`src/rtl/gfx_fb_pkg.sv`:
```
// Shared framebuffer-writer types: raster defaults, address/colour widths, FSM states,
// and the constant-multiply helper used for the row base address.
package gfx_fb_pkg;
    localparam int H_ACTIVE_DEF = 240;
    localparam int V_ACTIVE_DEF = 160;
    localparam int ADDR_W       = 17;
    localparam int COLOR_W      = 15;
    localparam int ENTRY_W      = ADDR_W + COLOR_W;

    typedef enum logic [1:0] {
        WAIT_SOF = 2'd0,
        ACTIVE   = 2'd1,
        FLUSH    = 2'd2,
        SWAP     = 2'd3
    } fw_state_t;

    typedef struct packed {
        logic [ADDR_W-1:0]  addr;
        logic [COLOR_W-1:0] color;
    } fb_entry_t;

    // v * k for a constant k, built only from shifts and adds of v.
    function automatic logic [ADDR_W-1:0] shift_add(input logic [7:0] v, input int k);
        logic [ADDR_W-1:0] acc;
        acc = '0;
        for (int i = 0; i < ADDR_W; i++) begin
            if (k[i]) acc = acc + (ADDR_W'(v) << i);
        end
        return acc;
    endfunction
endpackage

```
`src/rtl/fb_wr_fifo.sv`:
```
// Small synchronous FIFO for pending framebuffer writes; combinational head, no latency.
// A push while full is taken only when a pop happens in the same cycle.
module fb_wr_fifo #(
    parameter int DEPTH = 4,
    parameter int WIDTH = 32
) (
    input  logic             clock,
    input  logic             reset,
    input  logic             push,
    input  logic [WIDTH-1:0] push_dat,
    input  logic             pop,
    output logic [WIDTH-1:0] pop_dat,
    output logic             full,
    output logic             empty
);
    localparam int PW = $clog2(DEPTH);

    logic [WIDTH-1:0] mem [DEPTH];
    logic [PW-1:0]    wr_ptr;
    logic [PW-1:0]    rd_ptr;
    logic [PW:0]      cnt;
    logic             do_push;
    logic             do_pop;

    assign empty   = (cnt == '0);
    assign full    = (cnt == (PW+1)'(DEPTH));
    assign do_pop  = pop && !empty;
    assign do_push = push && (!full || do_pop);
    assign pop_dat = mem[rd_ptr];

    always_ff @(posedge clock) begin
        if (do_push) mem[wr_ptr] <= push_dat;
    end

    always_ff @(posedge clock or posedge reset) begin
        if (reset) begin
            wr_ptr <= '0;
            rd_ptr <= '0;
            cnt    <= '0;
        end else begin
            if (do_push) wr_ptr <= wr_ptr + PW'(1);
            if (do_pop)  rd_ptr <= rd_ptr + PW'(1);
            case ({do_push, do_pop})
                2'b10:   cnt <= cnt + (PW+1)'(1);
                2'b01:   cnt <= cnt - (PW+1)'(1);
                default: cnt <= cnt;
            endcase
        end
    end
endmodule

```
`src/rtl/frame_writer.sv`:
```
// Raster pixels -> linear framebuffer writes with double-buffer swap; 1 cycle accept-to-write
// when idle, otherwise buffered in a FIFO while fb_ready is low; excess pixels are dropped.
module frame_writer
    import gfx_fb_pkg::*;
#(
    parameter int H_ACTIVE   = H_ACTIVE_DEF,
    parameter int V_ACTIVE   = V_ACTIVE_DEF,
    parameter int FIFO_DEPTH = 4
) (
    input  logic               clock,
    input  logic               reset,
    input  logic               pix_valid,
    input  logic [COLOR_W-1:0] pix_color,
    input  logic [8:0]         hcount,
    input  logic [7:0]         vcount,
    input  logic               fb_ready,
    output logic               fb_we,
    output logic [ADDR_W-1:0]  fb_addr,
    output logic [COLOR_W-1:0] fb_data,
    output logic               fb_wsel,
    output logic               frame_done,
    output logic               overflow
);
    localparam int         H_LOG = $clog2(H_ACTIVE);
    localparam int         H_PAD = (1 << H_LOG) - H_ACTIVE;
    localparam logic [8:0] H_LIM = 9'(H_ACTIVE);
    localparam logic [8:0] H_END = 9'(H_ACTIVE - 1);
    localparam logic [7:0] V_LIM = 8'(V_ACTIVE);
    localparam logic [7:0] V_END = 8'(V_ACTIVE - 1);

    fw_state_t         state;
    fb_entry_t         push_ent;
    fb_entry_t         head_ent;
    logic [ADDR_W-1:0] pix_addr;
    logic qual, at_origin, is_last;
    logic fifo_full, fifo_empty, fifo_pop, fifo_push;
    logic room, accept, drop, bypass;

    // Row base = v*2^H_LOG - v*H_PAD, so the default 240 becomes (v<<8) - (v<<4).
    assign pix_addr = (ADDR_W'(vcount) << H_LOG) - shift_add(vcount, H_PAD) + ADDR_W'(hcount);

    assign qual      = pix_valid && (hcount < H_LIM) && (vcount < V_LIM);
    assign at_origin = qual && (hcount == '0) && (vcount == '0);
    assign is_last   = (hcount == H_END) && (vcount == V_END);

    assign fifo_pop = fb_ready && !fifo_empty;
    assign room     = !fifo_full || fifo_pop;
    assign accept   = room && (((state == WAIT_SOF) && at_origin) ||
                               ((state == ACTIVE) && qual && !at_origin));
    // A second origin inside a frame means the raster restarted: abandon this frame.
    assign drop      = (state == ACTIVE) && qual && (at_origin || !room);
    assign bypass    = accept && fifo_empty && fb_ready;
    assign fifo_push = accept && !bypass;

    assign push_ent.addr  = pix_addr;
    assign push_ent.color = pix_color;

    fb_wr_fifo #(
        .DEPTH (FIFO_DEPTH),
        .WIDTH (ENTRY_W)
    ) u_fifo (
        .clock    (clock),
        .reset    (reset),
        .push     (fifo_push),
        .push_dat (push_ent),
        .pop      (fifo_pop),
        .pop_dat  (head_ent),
        .full     (fifo_full),
        .empty    (fifo_empty)
    );

    always_ff @(posedge clock or posedge reset) begin
        if (reset) begin
            fb_we   <= 1'b0;
            fb_addr <= '0;
            fb_data <= '0;
        end else begin
            fb_we <= fifo_pop || bypass;
            if (fifo_pop) begin
                fb_addr <= head_ent.addr;
                fb_data <= head_ent.color;
            end else if (bypass) begin
                fb_addr <= pix_addr;
                fb_data <= pix_color;
            end
        end
    end

    always_ff @(posedge clock or posedge reset) begin
        if (reset) begin
            state      <= WAIT_SOF;
            frame_done <= 1'b0;
            fb_wsel    <= 1'b0;
            overflow   <= 1'b0;
        end else begin
            frame_done <= 1'b0;
            if (drop) overflow <= 1'b1;
            case (state)
                WAIT_SOF: if (accept) state <= ACTIVE;
                ACTIVE: begin
                    if (at_origin)             state <= FLUSH;
                    else if (accept && is_last) state <= FLUSH;
                end
                // fb_we high means the final write is still on the bus this cycle.
                FLUSH: begin
                    if (fifo_empty && !fb_we) begin
                        state      <= SWAP;
                        frame_done <= 1'b1;
                        fb_wsel    <= ~fb_wsel;
                    end
                end
                SWAP:    state <= WAIT_SOF;
                default: state <= WAIT_SOF;
            endcase
        end
    end
endmodule

```
`config.mk`:
```
export PLATFORM = sky130hd
export DESIGN_NAME = frame_writer
export DESIGN_NICKNAME = d
export VERILOG_FILES = /design/src/rtl/gfx_fb_pkg.sv /design/src/rtl/fb_wr_fifo.sv /design/src/rtl/frame_writer.sv
export SDC_FILE = /design/constraint.sdc
export NUM_CORES = 1
export LEC_CHECK = 0
export ABC_AREA = 1
export CAP_MARGIN = 25
export CORE_ASPECT_RATIO = 2
export CORE_MARGIN = 2
export CORE_UTILIZATION = 30
export DETAILED_ROUTE_END_ITERATION = 12
export PLACE_DENSITY = 0.55
export SYNTH_ARGS = -nofsm -noshare
export SYNTH_HDL_FRONTEND = slang
export SYNTH_SLANG_ARGS = --single-unit
```
`constraint.sdc`:
```
create_clock -name clock -period 3.03 [get_ports clock]
set_input_delay 0.4545 -clock clock [delete_from_list [all_inputs] [get_ports clock]]
set_output_delay 0.4545 -clock clock [all_outputs]
set_load 0.01 [all_outputs]
```
# After elaboration in Yosys (flattened, before gate mapping)

Memories as Yosys holds them, arrays and structs flattened.
Index checks and enable logic that the tools add are counted.

Memory bits (read-only): 0
Memories kept: 1
Logic and storage cells: 82
Register bits: 45
Output and inout bits: 36
Memory bits (writable): 128
Bits in latches: 0
Input bits: 36

Equality and inequality tests: 11
Shift operators: 0
$lt $le $gt $ge: 2
Divide/modulo/power cells: 0
Bitwise operators: 1
Reductions and logical operators: 37
$mul: 0
Multiplexer cells: 14
Add/subtract/negate cells: 6

Memory list:

| memory     | depth | bits a word | read ports | clocked after Yosys merged registers in | wr ports | line             | source |
|---|---|---|---|---|---|---|---|
| u_fifo.mem | 4     | 32          | 1          | 0                                       | 1        | fb_wr_fifo.sv:18 | `logic [WIDTH-1:0] mem [DEPTH];` |

Operators by type and width:

| cell                | count |
|---|---|
| $mux 17             | 2 |
| $mux 15             | 2 |
| $logic_and 1x1->1   | 18 |
| $add 17x9->17       | 1 |
| $sub 16x12->17      | 1 |
| $eq 9x8->1 const B  | 1 |
| $logic_not 9->1     | 1 |
| $lt 9x8->1 const B  | 1 |
| $eq 8x8->1 const B  | 1 |
| $logic_not 8->1     | 1 |
| $lt 8x8->1 const B  | 1 |
| $mux 2              | 4 |
| $pmux 2 s4          | 1 |
| $eq 2x2->1 const B  | 3 |
| $logic_not 1->1     | 6 |
| $pmux 3 s2          | 1 |
| $logic_or 1x1->1    | 5 |
| $add 2x1->2 const B | 2 |
| $eq 2x1->1 const B  | 2 |
| $mux 1              | 4 |
| $ne 2x2->1 const B  | 2 |
| $reduce_bool 2->1   | 2 |
| $add 3x1->3 const B | 1 |
| $eq 3x3->1 const B  | 1 |
| 7 further kinds     | 7 |

# Longest topological paths before layout

Gate-level depths: netlist of the first run.

Word-level depth: 16
Depth in mapped cells: 18
Depth with buffers taken out: 18

# Modules after synthesis

A second synthesis of the first run with hierarchy kept.

Cell total of the unflattened synthesis: 859
Area total of the unflattened synthesis: 8353.0 um^2

Modules (own cells, without submodules):

| module       | seq. area each (um^2) | instances | cells an instance | area each (um^2) |
|---|---|---|---|---|
| fb_wr_fifo   | 4018.9                | 1         | 366               | 5188.7 |
| frame_writer | 950.9                 | 1         | 493               | 3164.3 |

# Worst setup path after synthesis of the first run

No wires, ideal clock.

Path kind: input to register
From: in vcount[6]
To: mem u_fifo.mem[1][0], enable pin
Setup slack: -402 ps
Required time: 2609 ps
Setup time: 421 ps
Path buffers: 0
Cell stages on the path: 11
Data arrival time: 3011 ps
Cell sequence: inv_1 ha_1 nand2_1 nand4_1 nor2_1 nand3_1 nand2_2 nand2_1 nor2_1 inv_2 nor2_1

Longest elaborated chain between the ends: 15
Elaborated cells on any way between the ends: 18
Classes of those cells: order compare (1); mux (2); reduce/logical (15)

RTL lines:

| element                          | line               | source |
|---|---|---|
| start: declaration               | frame_writer.sv:15 | `input logic [7:0] vcount,` |
| $lt 8x8->1                       | frame_writer.sv:42 | `assign qual = pix_valid && (hcount < H_LIM) && (vcount < V_LIM);` |
| $logic_and 1x1->1                | frame_writer.sv:42 |  |
| $logic_and 1x1->1 (2 in series)  | frame_writer.sv:43 | `assign at_origin = qual && (hcount == '0) && (vcount == '0);` |
| $logic_not 1->1                  | frame_writer.sv:49 | `((state == ACTIVE) && qual && !at_origin));` |
| $logic_and 1x1->1                | frame_writer.sv:49 |  |
| $logic_or 1x1->1 (*)             | frame_writer.sv:48 | `assign accept = room && (((state == WAIT_SOF) && at_origin) \|\|` |
| $logic_and 1x1->1 (*)            | frame_writer.sv:48 |  |
| $logic_and 1x1->1 (2 in series)  | frame_writer.sv:52 | `assign bypass = accept && fifo_empty && fb_ready;` |
| $logic_not 1->1                  | frame_writer.sv:53 | `assign fifo_push = accept && !bypass;` |
| $logic_and 1x1->1 (*)            | frame_writer.sv:53 |  |
| $logic_and 1x1->1 (*)            | fb_wr_fifo.sv:28   | `assign do_push = push && (!full \|\| do_pop);` |
| $mux 1 (*)                       | fb_wr_fifo.sv:32   | `if (do_push) mem[wr_ptr] <= push_dat;` |
| $mux 1 (not written as such) (*) | fb_wr_fifo.sv:32   |  |
| end: declaration                 | fb_wr_fifo.sv:18   |  |

Every way passes the cells marked *; elsewhere a longest branch is shown, timed or not.

# Final worst setup path of the first run

From: in vcount[6]
To: reg u_fifo.cnt[1]

Longest elaborated chain between the ends: 15
Elaborated cells on any way between the ends: 20
Classes of those cells: order compare (1); eq/ne (2); mux (1); reduce/logical (16)

RTL lines:

| element                                                | line               | source |
|---|---|---|
| $lt 8x8->1                                             | frame_writer.sv:42 |  |
| $logic_and 1x1->1                                      | frame_writer.sv:42 |  |
| $logic_and 1x1->1 (2 in series)                        | frame_writer.sv:43 |  |
| $logic_not 1->1                                        | frame_writer.sv:49 |  |
| $logic_and 1x1->1                                      | frame_writer.sv:49 |  |
| $logic_or 1x1->1 (*)                                   | frame_writer.sv:48 |  |
| $logic_and 1x1->1 (*)                                  | frame_writer.sv:48 |  |
| $logic_and 1x1->1 (2 in series)                        | frame_writer.sv:52 |  |
| $logic_not 1->1                                        | frame_writer.sv:53 |  |
| $logic_and 1x1->1 (*)                                  | frame_writer.sv:53 |  |
| $logic_and 1x1->1 (*)                                  | fb_wr_fifo.sv:28   |  |
| $eq 2x1->1 / $eq 2x2->1 (equally long branches)        | fb_wr_fifo.sv:43   | `case ({do_push, do_pop})` |
| $pmux 3 s2 / $reduce_bool 2->1 (equally long branches) | --                 |  |
| end signal: assignment                                 | fb_wr_fifo.sv:44   | `2'b10: cnt <= cnt + (PW+1)'(1);` |
| end signal: assignment                                 | fb_wr_fifo.sv:45   | `2'b01: cnt <= cnt - (PW+1)'(1);` |
| end signal: assignment                                 | fb_wr_fifo.sv:46   | `default: cnt <= cnt;` |
| end: declaration                                       | fb_wr_fifo.sv:21   | `logic [PW:0] cnt;` |

Marks and branches as above.
A chain may end at the register's enable or synchronous reset.

==> results of run 1 <==
[worst max-delay path, delay by kind of cell]
| kind | cells | cell delay [ns] |
|---|---|---|
| and+or+nand+nor | 7 | 0.87 |
| adders and majority gates | 3 | 0.82 |
| buffers and inverters | 4 | 0.73 |
| AOI/OAI and AO/OA | 1 | 0.15 |
[placed cells by master (no fill, tap or decap), types with 5 or more instances in the layout]
cell type	count
edfxtp_1	128
nor2_1	118
nand2_1	95
o21ai_0	90
clkdlybuf4s50_1	71
inv_1	54
dfrtp_1	44
buf_4	41
ha_1	36
a21oi_1	32
nand3_1	31
o22ai_1	22
or2_2	21
clkbuf_16	17
a21oi_2	13
xor2_1	12
buf_12	10
o221ai_1	7
nand4_1	6
o21ai_1	6
inv_2	5
nor2_2	5
[final timing paths]
path	from	endpoint	slack, ns	depth (start not counted)
setup reg to reg	state[0]	u_fifo.cnt[2]	0.85	13
max in group asynchronous	reset	u_fifo.rd_ptr[0]	2.09	3
min in group clock	fb_wsel	fb_wsel	0.48	1
hold / removal	reset	fb_addr[16]	0.39	2
hold reg to reg	fb_wsel	fb_wsel	0.48	1
setup / recovery	vcount[6]	u_fifo.cnt[1]	0.37	15
[power by group through the flow]
stage / clock [mW] / sequential, mW / combinational, mW
floorplan: 0 / 3.26 / 1.73
global placement: 0 / 3.20 / 3.07
detailed placement: 0 / 3.21 / 3.12
CTS: 2.29 / 3.16 / 3.12
global route: 2.39 / 3.19 / 3.41
finish: 2.24 / 3.15 / 3.05
[cell families after synthesis]
| kind of cell | Yosys count | share of synthesized area |
|---|---|---|
| flops | 173 | 0.603 |
| mux | 1 | 0.00122 |
| compound gates | 178 | 0.124 |
| xor+xnor | 13 | 0.0138 |
| fa+ha+maj | 38 | 0.0595 |
| buf+inv | 92 | 0.0491 |
| simple gates | 287 | 0.149 |
[final cells by class]
class                           count  share of cell area
Clock buffer                       20              0.0432
Timing Repair Buffer              122               0.118
Sequential cell                   173               0.481
Tap cell                          348              0.0422
Multi-Input combinational cell    517               0.278
Clock inverter                     12              0.0156
Inverter                           59              0.0214
[per-layer routing]
metal	wire length [microns]	GRT usage	vias up
met1	8040	0.163	2942
met3	576	0.0251	29
met5	0	0	-
met4	590	0.0651	0
met2	11900	0.290	107
li1	-	-	2936
[flip-flops by register name, summed over array words and instances, names as in the netlist, 2 cells and up]
register	cells
u_fifo.mem	128
fb_addr	17
fb_data	15
u_fifo.cnt	3
state	2
u_fifo.rd_ptr	2
u_fifo.wr_ptr	2
==> results.toml, run 1 <==
[timing]
setup_ws_ns = 0.372
period_needed_ns = 2.66
fin_crit_sh = 0.877
max_freq_ghz = 0.376
rsz0062_at_grt = "no"
whs_ns = 0.387
slew_headroom = 0.534
setup_viol = 0
clock_skew_ns = 0.00705
maxSlewViolCount = 0
hold_violations = 0
tns_ns = 0
worstMarginPinSlew_ns = 0.699

[placement]
dpl_cell_area_sq_mm = 0.00972
dp_hpwl_mm = 14.4
port_buffers = 71
dp_cells = 1219
dp_slack_ns = -0.141
gp_congestion = 0.839

[global_route]
grt_max_degree = 66
track_usage = 0.153
grt_pass1_vias = 6067
antenna_found_initial = 0
grt_pass1_wl_mm = 33.1
grt_overflow_total = 0

[worst_setup_path]
cp_max_fo = 4
crit_path_cell_trace = "clkdlybuf4s50_1 -> inv_1 -> ha_1 -> nand2_1 -> nand4_1 -> nor2_1 -> nand3_1 -> nand2_2 -> nand2_1 -> nor2_1 -> inv_2 -> ha_1 -> inv_1 -> fa_1 -> o21ai_0"
slowest_delay_ns = 0.47
worstSetupEndpointType = "register"
crit_type = "input port to register"
cp-start-kind = "input port"
arrival_ns = 3.02
crit_slowest_cell = "clkdlybuf4s50_1"
crit_required_ns = 3.39

[logic_synthesis]
yosysTopAreaCell = "edfxtp_1"
synth.most_common_cell = "edfxtp_1"
synth_area_sq_mm = 0.00824
async_flop_share = 0.260
synth_edf_count = 128
syn_area_per_cell_sq_um = 10.5
synthTopCellsByCount = "edfxtp_1 (128), nor2_1 (122), nand2_1 (95)"
ys_seq_area_frac = 0.603
synth_top_area_frac = 0.467
synth_area_leaders = "edfxtp_1 (47%), dfrtp_1 (14%), nor2_1 (5.6%), ha_1 (5.5%), o21ai_0 (5.5%)"
synth_seq_cells = 173
synth_flop_cell = "edfxtp_1"
syn_nets = 856
synthCells = 782
synth_cell_types = 39
yosys_warnings = 0

[power]
finalPower_mw = 8.44
p_int_mw = 5.55
powerDensity_mw_per_mm2 = 818
switchingPower_mw = 2.89
power_frac_comb = 0.361
clock_power_share = 0.266
power.share.sequential = 0.373
vdd_ir_drop_max_mv = 0.376
swShare = 0.343
leakage_nw = 4.04

[cells_and_area]
multi_input_area_sq_mm = 0.00287
drive_gt1_frac = 0.146
stdcell_area_sq_mm = 0.0103
regArea_sq_mm = 0.00497
area_delta_synth_final_pct = 25.4
fillCellCount = 2690
nets = 964
diodes = 0
finalNonFillerCells = 1251
fin_util = 0.382

[cts]
clkTransAtPathRegs_ns = 0.06
cts.sinks = 173
cts_htree_levels = 4
cts_resized = 0
hold_buffers = 0
clock_path_buffers = 2
cts_setup_buffers = 0
clock_latency_ns = 0.44
clockRootBuffer = "clkbuf_16"
cts_tree = "done"
numCtsBuffers = 17

[route]
detail_route.vias_per_cell = 4.81
drt-initial-drc-count = 363
route.detailed.drc = 0
firstDrtPassIters = 5
ant_nets = 0
num_vias = 6014
wl_mm = 21.1
post_drt_wl_per_cell_microns = 16.9

[floorplan]
ios = 72
rows = 85
core_sq_mm = 0.0270
start_util = 0.305
chipHeight_microns = 238
chipWidth_microns = 121
fp.dieArea_sq_mm = 0.0289

[hold_path]
hold_class = "input port to async pin"

[outcome]
outcome = "finished, final reports clean"

[run]
cap_violations = 0
Power figures use the tool's default switching activity.
==> run 2: changes to the inputs <==
- PLACE_DENSITY: 0.55 -> unset
==> run 2 against run 1 <==
  * Sequential cell count stayed put
  * Worst hold slack worse by 0.011 ns
  * Wire length is 5.6% lower
  * Sequential share of layout area is 0.39 points higher
  * Non-clock buffer count stayed put
  * Combinational power is 2% lower
  * Sequential power hardly changed
  * Die area stayed put
  * Design area is 0.82% lower
  * Global-route usage is 0.96 points lower
  * Highest routed layer unchanged
  * Largest power group unchanged
  * Core utilization is 0.31 points lower
  * Clock skew is 0.0015 ns higher
  * Critical endpoint unchanged
==> results.toml, run 2 (synthesis gave the netlist of run 1 again) <==
[outcome]
outcome = "finished, final reports clean"

[cells_and_area]
drive_gt1_frac = 0.147
final_cell_mix = "edfxtp_1 (128), nor2_1 (118), nand2_1 (95)"
stdcell_area_sq_mm = 0.0102
finalNonFillerCells = 1251
top_register = "u_fifo.mem"
final_common_cell = "edfxtp_1"
regArea_sq_mm = 0.00497
diodes = 0
top_regs = "u_fifo.mem: 128 flops, fb_addr: 17 flops, fb_data: 15 flops"
fillCellCount = 2695
nets = 964
largest_reg_flops = 128
area_delta_synth_final_pct = 24.3
multi_input_area_sq_mm = 0.00287

[timing]
slew_headroom = 0.671
rsz0062_at_grt = "no"
maxSlewViolCount = 0
setup_ws_ns = 0.403
worstMarginPinSlew_ns = 0.493
fin_crit_sh = 0.867
hold_violations = 0
period_needed_ns = 2.63
setup_viol = 0
whs_ns = 0.376
clock_skew_ns = 0.00851
max_freq_ghz = 0.381

[cts]
cts_setup_buffers = 0
clockRootBuffer = "clkbuf_16"
cts_resized = 0
clkTransAtPathRegs_ns = 0.07
cts.sinks = 173
hold_buffers = 0
numCtsBuffers = 17
cts_tree = "done"
clock_path_buffers = 2
clock_latency_ns = 0.43
cts_htree_levels = 4

[placement]
dp_cells = 1219
gp_congestion = 0.906
dp_slack_ns = -0.0769
dpl_cell_area_sq_mm = 0.00966
dp_hpwl_mm = 13.6
port_buffers = 71

[worst_setup_path]
crit_family = "simple AND/OR/NAND/NOR gates"
cp-start-kind = "input port"
cp_max_fo = 4
crit_type = "input port to register"
arrival_ns = 2.98
worst-path-stages = 15
worstSetupEndpointType = "register"
crit_slowest_cell = "clkdlybuf4s50_1"
crit_required_ns = 3.39
r2r_cells = 11
slowest_delay_ns = 0.53
crit_path_cell_trace = "clkdlybuf4s50_1 -> inv_1 -> ha_1 -> nand2_1 -> nand4_1 -> nor2_1 -> nand3_1 -> nand2_2 -> nand2_1 -> nor2_1 -> inv_2 -> ha_1 -> inv_1 -> fa_1 -> o21ai_0"
crit_buf_inv = 4

[global_route]
grt_max_degree = 47
grt_overflow_total = 0
grt_pass1_vias = 6116
grt_pass1_wl_mm = 31.3
antenna_found_initial = 0
track_usage = 0.143

[power]
powerDensity_mw_per_mm2 = 806
clock_power_share = 0.259
power.share.sequential = 0.381
power_frac_comb = 0.360
vdd_ir_drop_max_mv = 0.403
p_int_mw = 5.42
leakage_nw = 4.01
switchingPower_mw = 2.84
swShare = 0.344

[floorplan]
rows = 85
ios = 72
chipWidth_microns = 121
core_sq_mm = 0.0270
chipHeight_microns = 238
start_util = 0.305
fp.dieArea_sq_mm = 0.0289

[route]
ant_nets = 0
firstDrtPassIters = 5
drt-initial-drc-count = 387
detail_route.vias_per_cell = 4.77
route.detailed.drc = 0
post_drt_wl_per_cell_microns = 15.9
wl_mm = 19.9
num_vias = 5963

[hold_path]
hold_class = "input port to async pin"

[run]
cap_violations = 0
run 2: routing by layer:
metal / track usage / routed length (microns)
met4: 0.0731 / 829
met3: 0.0306 / 737
met5: 0 / 0
met1: 0.149 / 7500
met2: 0.266 / 10800
run 2: worst paths after layout:
check,startpoint,endpoint,slack (ns)
worst min register to register,fb_wsel,fb_wsel,0.49
max in group asynchronous,reset,fb_data[4],2.03
worst min-delay path,reset,u_fifo.rd_ptr[0],0.38
worst max register to register,u_fifo.cnt[0],u_fifo.cnt[2],0.87
worst max-delay path,vcount[6],u_fifo.cnt[1],0.40
min in group clock,fb_wsel,fb_wsel,0.49
run 2: worst register-to-register path, cell delays in order, from the launching register on:
cell	delay (ns)
dfrtp_1	0.41
nor2_1	0.15
nand2_1	0.10
nor2_1	0.25
nor2_1	0.12
inv_2	0.07
ha_1	0.13
inv_1	0.05
fa_1	0.37
a21oi_1	0.14
o21ai_0	0.11
xor2_1	0.15
run 2: metrics by stage:
stage / total power [mW] / utilization / TNS [ns]
6_report: 8.26 / 0.379 / 0
5_1_grt: 8.80 / 0.379 / 0
4_1_cts: 8.38 / 0.379 / 0
3_5_place_dp: 6.22 / 0.357 / -3.48
3_3_place_gp: 6.18 / 0.357 / -0.00264
2_1_floorplan: 4.99 / - / -51.49
run 2: power by group through the flow:
stage,registers (mW),logic [mW],clock network [mW]
global route,3.19,3.34,2.28
CTS,3.15,3.04,2.19
detailed placement,3.20,3.03,0
floorplan,3.26,1.73,0
finish,3.14,2.98,2.14
global placement,3.19,2.99,0
run 2: layout make-up:
| cell class | count | area share |
|---|---|---|
| Inverter | 59 | 0.0216 |
| Timing Repair Buffer | 122 | 0.113 |
| Clock buffer | 21 | 0.0469 |
| Clock inverter | 11 | 0.0104 |
| Sequential cell | 173 | 0.485 |
| Multi-Input combinational cell | 517 | 0.281 |
| Tap cell | 348 | 0.0425 |
